`config.mk`:
```
export PLATFORM = sky130hd
export DESIGN_NAME = prog_loader_flat
export DESIGN_NICKNAME = d
export VERILOG_FILES = /design/src/rtl/prog_loader_if.sv /design/src/rtl/prog_loader.sv /design/src/flat_wrapper.sv
export SDC_FILE = /design/constraint.sdc
export NUM_CORES = 1
export LEC_CHECK = 0
export ABC_AREA = 1
export BUFFER_PORTS_ARGS = -buffer_cell sky130_fd_sc_hd__buf_2
export CORE_UTILIZATION = 45
export CTS_CLUSTER_SIZE = 14
export DETAILED_ROUTE_END_ITERATION = 8
export GPL_ROUTABILITY_DRIVEN = 0
export GPL_TIMING_DRIVEN = 0
export PLACE_DENSITY = 0.77
export SYNTH_ARGS = -nofsm -noshare
export SYNTH_HDL_FRONTEND = slang
export SYNTH_SLANG_ARGS = --single-unit
export TNS_END_PERCENT = 20
```
`constraint.sdc`:
```
create_clock -name clk -period 1.2 [get_ports clk]
set_input_delay 0.3 -clock clk [delete_from_list [all_inputs] [get_ports clk]]
set_output_delay 0.3 -clock clk [all_outputs]
set_load 0.01 [all_outputs]
```
`src/rtl/prog_loader_if.sv`:
```
// prog_loader_if: byte-stream source and program-memory load bus of the loader.
interface prog_loader_if;
  logic        start;
  logic        byte_valid;
  logic [7:0]  byte_data;
  logic        byte_ready;
  logic        LE;
  logic [7:0]  LA;
  logic [11:0] LI;
  logic        cpu_en;
  logic        busy;
  logic        done;
  logic        err;
  modport master (
    output start, byte_valid, byte_data,
    input  byte_ready, LE, LA, LI, cpu_en, busy, done, err
  );
  modport slave (
    input  start, byte_valid, byte_data,
    output byte_ready, LE, LA, LI, cpu_en, busy, done, err
  );
endinterface

```
`src/rtl/prog_loader.sv`:
```
// prog_loader: loads a count-prefixed, XOR-checksummed byte stream into program memory.
module prog_loader (
  input logic        clk,
  input logic        rst,
  prog_loader_if.slave bus
);
  localparam logic [2:0] IDLE  = 3'd0;
  localparam logic [2:0] COUNT = 3'd1;
  localparam logic [2:0] HI    = 3'd2;
  localparam logic [2:0] LO    = 3'd3;
  localparam logic [2:0] WRITE = 3'd4;
  localparam logic [2:0] CHECK = 3'd5;
  logic [2:0] state;
  logic [7:0] addr;
  logic [7:0] chk;
  logic [7:0] held;
  logic [8:0] remaining;
  logic       acc;
  assign bus.byte_ready = state == COUNT || state == HI || state == LO || state == CHECK;
  assign bus.busy       = state != IDLE;
  assign bus.cpu_en     = state == IDLE;
  assign acc            = bus.byte_valid & bus.byte_ready;
  always_ff @(posedge clk) begin
    if (rst) begin
      state     <= IDLE;
      addr      <= '0;
      chk       <= '0;
      held      <= '0;
      remaining <= '0;
      bus.LE    <= 1'b0;
      bus.LA    <= '0;
      bus.LI    <= '0;
      bus.done  <= 1'b0;
      bus.err   <= 1'b0;
    end else begin
      bus.LE <= 1'b0;
      case (state)
        IDLE: if (bus.start) begin
          bus.done <= 1'b0;
          bus.err  <= 1'b0;
          addr     <= '0;
          chk      <= '0;
          state    <= COUNT;
        end
        // a zero count byte encodes 256 instructions
        COUNT: if (acc) begin
          remaining <= {bus.byte_data == 8'd0, bus.byte_data};
          chk       <= bus.byte_data;
          state     <= HI;
        end
        HI: if (acc) begin
          held  <= bus.byte_data;
          chk   <= chk ^ bus.byte_data;
          state <= LO;
        end
        LO: if (acc) begin
          chk    <= chk ^ bus.byte_data;
          bus.LI <= {held, bus.byte_data[3:0]};
          bus.LA <= addr;
          bus.LE <= 1'b1;
          state  <= WRITE;
        end
        WRITE: begin
          addr      <= addr + 8'd1;
          remaining <= remaining - 9'd1;
          state     <= remaining == 9'd1 ? CHECK : HI;
        end
        CHECK: if (acc) begin
          bus.done <= bus.byte_data == chk;
          bus.err  <= bus.byte_data != chk;
          state    <= IDLE;
        end
        default: state <= IDLE;
      endcase
    end
  end
endmodule

```
`src/flat_wrapper.sv`:
```
// flat-port wrapper written by rule: the top's interface ports become plain ports
module prog_loader_flat 
  (clk, rst, bus_start, bus_byte_valid, bus_byte_data, bus_byte_ready, bus_LE, bus_LA, bus_LI, bus_cpu_en, bus_busy, bus_done, bus_err);
  prog_loader_if bus_i ();
  input logic clk;
  input logic rst;
  input wire logic [$bits(bus_i.start)-1:0] bus_start;
  input wire logic [$bits(bus_i.byte_valid)-1:0] bus_byte_valid;
  input wire logic [$bits(bus_i.byte_data)-1:0] bus_byte_data;
  output wire logic [$bits(bus_i.byte_ready)-1:0] bus_byte_ready;
  output wire logic [$bits(bus_i.LE)-1:0] bus_LE;
  output wire logic [$bits(bus_i.LA)-1:0] bus_LA;
  output wire logic [$bits(bus_i.LI)-1:0] bus_LI;
  output wire logic [$bits(bus_i.cpu_en)-1:0] bus_cpu_en;
  output wire logic [$bits(bus_i.busy)-1:0] bus_busy;
  output wire logic [$bits(bus_i.done)-1:0] bus_done;
  output wire logic [$bits(bus_i.err)-1:0] bus_err;
  assign bus_i.start = bus_start;
  assign bus_i.byte_valid = bus_byte_valid;
  assign bus_i.byte_data = bus_byte_data;
  assign bus_byte_ready = bus_i.byte_ready;
  assign bus_LE = bus_i.LE;
  assign bus_LA = bus_i.LA;
  assign bus_LI = bus_i.LI;
  assign bus_cpu_en = bus_i.cpu_en;
  assign bus_busy = bus_i.busy;
  assign bus_done = bus_i.done;
  assign bus_err = bus_i.err;
  prog_loader u_core (.clk(clk), .rst(rst), .bus(bus_i));
endmodule
```
==> flow_metrics.tcl <==
set metrics [dict create \
    vias_per_cell 5.44 \
    crit_chain "inv_2 -> ha_4 -> inv_1 -> nor2_1 -> o21ai_0 -> o21ai_2 -> a21oi_2 -> nor2_1" \
    layout_commonest_cell "nand2_1" \
    portBuffers 35 \
    die_x_um 81.8 \
    cts_buffers 9 \
    ys.warnings.count 0 \
    cp_common_cell "nor2_1" \
    grt_pass1_wl_um 12600 \
    ant_nets 0 \
    cts_tree "done" \
    grt_pass1_vias 2799 \
    fin_util 0.602 \
    final_cell_mix "117 x nand2_1, 52 x dfxtp_1, 46 x a21oi_1, 38 x nand3_1, 37 x inv_1" \
    clock_latency_ns 0.33 \
    antenna_found_initial 0 \
    setup_slack_ns -0.185 \
    synth_edf_count 0 \
    power_mw 8.16 \
    clkTransAtPathRegs_ns 0.07 \
    period_share 1.15 \
    overflow 0 \
    crit_fanout 5 \
    holdWs_ns 0.276 \
    fp.dieH_um 81.8 \
    cts_htree_levels 3 \
    design.die.area_um2 6700 \
    cp-end-kind "flop" \
    avgSynthCellArea_um2 6.66 \
    dp_hpwl_um 5290 \
    drt_iter0_markers 276 \
    violations "setup timing" \
    area_growth_pct 26.4 \
    critical_path_required_ns 1.40 \
    wl_um 8240 \
    setup_tns_ns -2.88 \
    multi_input_area_um2 1550 \
    drc 0 \
    netlist_area_um2 2870 \
    antenna_cells 0 \
    netlist_instances 431 \
    synth.top_cell.area_share 0.412 \
    synthTopCellsByArea "dfxtp_1 41%, nand2_1 16%, a21oi_1 8.2%, nand3_1 6.6%, inv_1 5.4%" \
    powerDensity_nw_per_um2 2250 \
    ctsHoldBuffers 0 \
    row_count 28 \
    final_nets 503 \
    synthDistinctLibCells 27 \
    critPathArrivalTime_ns 1.58 \
    fin_crit_ns 1.39 \
    grt_max_degree 11 \
    start_util 0.476 \
    setup_viol 25 \
    ir_worst_vdd_uv 1020 \
    pre_cts_ws_ns -0.299 \
    cts_sinks 59 \
    critPathMaxStageDelay_ns 0.37 \
    p_leak_nw 1.62 \
    fmax_ghz 0.722 \
    tightestPinTransition_ns 0.583 \
    dr.pass1.iters 5 \
    worst-setup-path-type "reg2reg" \
    drive_gt1_frac 0.235 \
    status "finished, violations left" \
    seq_area_um2 1200 \
    finalHoldViolations 0 \
    max-cap-violations 0 \
    async_flop_share 0 \
    coreArea_um2 6030 \
    rsz0062_at_grt "yes" \
    slowest_stage "dfxtp_1" \
    cts_root_buf "clkbuf_8" \
    clock_skew_ns 0.00635 \
    cts_buffer_depth 2 \
    slew_violations 0 \
    pin_count 38 \
    syn_nets 446 \
    hp-class "in2reg" \
    crit_buf_inv 2 \
    start_kind "flop" \
    ys_seq_area_frac 0.412 \
    grt_use_total 0.248 \
    synth_ff_type "dfxtp_1" \
    slew_headroom 0.612 \
    nFillCells 525 \
    crit_family "compound AO/OA/AOI/OAI gates" \
    synth.ff_latch_count 59 \
    wire_per_inst_um 14.5 \
    yosysTopAreaCell "dfxtp_1" \
    vias 3091 \
]
kinds of logic (layout without fill, tap and decap cells):
group / after synthesis / in the layout / synth area share
adders and majority gates: 3 / 3 / 0.0131
AOI/OAI and AO/OA: 90 / 90 / 0.164
DFF: 59 / 59 / 0.412
and+or+nand+nor: 214 / 214 / 0.318
buffers and inverters: 65 / 127 / 0.0933
per-stage QoR:
step                cells  cell area [um^2]
global placement      541              3140
detailed placement    541              3140
global route          568              3630
CTS                   567              3520
finish                568              3630
floorplan             431              2880
repair_timing:
item | 4_1_cts | 5_1_grt
gates cloned | 2 | 0
pin swaps | 6 | 6
resized for setup | 46 | 35
endpoints found under the setup margin | 62 | 61
setup buffers | 8 | 1
final cells by class:
cell class	count	share of cell area
repair buffers	45	0.0773
clock buffers	14	0.0449
clock inverters	2	0.00276
repair inverters	1	0.00104
well taps	75	0.0259
flip-flops and latches	59	0.330
multi-input cells	307	0.429
inverters	47	0.0542
plain buffers	18	0.0352
layer usage:
metal	global-route usage	routed length [um]	up-vias	part of all wire
met5	0	0	-	0
met4	0.119	240	0	0.029
met3	0.0544	508	29	0.062
met2	0.414	4070	132	0.49
met1	0.299	3420	1411	0.42
li1	-	-	1519	-
synth_stat cells (all sizes together) (2+ instances only):
library cell	number
nand2	126
dfxtp	59
a21oi	47
inv	47
nor2	41
nand3	40
o21ai	30
buf	11
o22ai	8
clkbuf	7
nand4	4
ha	3
a31oi	2
o21bai	2
report_power, final:
group	switching, mW	internal (mW)	total (mW)	leakage [nW]
clock	0.783	0.859	1.64	0.0905
combinational	2.37	1.54	3.91	1.04
sequential	0.293	2.32	2.61	0.483
path summary, 6_finish.rpt:
| check | cells past startpoint | endpoint | slack, ns | start |
|---|---|---|---|---|
| worst max-delay path | 8 | u_core.remaining[2] | -0.19 | u_core.remaining[0] |
| worst min-delay path | 3 | u_core.bus.LI[3] | 0.28 | bus_byte_data[3] |
| worst max register to register | 8 | u_core.remaining[2] | -0.19 | u_core.remaining[0] |
| worst min register to register | 2 | u_core.bus.LI[0] | 0.46 | u_core.bus.LI[0] |
worst reg2reg max path, cell delays in order, from the launching register on:
cell and delay, ns:
dfxtp_1 0.37, inv_2 0.09, ha_4 0.18, inv_1 0.11, nor2_1 0.06, o21ai_0 0.20, o21ai_2 0.08, a21oi_2 0.12
nor2_1 0.06
sequential cells by signal, summed over array words and instances, names as in the netlist:
register,flops
u_core.addr,8
u_core.bus.LA,8
u_core.bus.LE,1
u_core.bus.LI,12
u_core.bus.done,1
u_core.bus.err,1
u_core.chk,8
u_core.held,8
u_core.remaining,9
u_core.state,3
(Power assumes the default switching activity.)
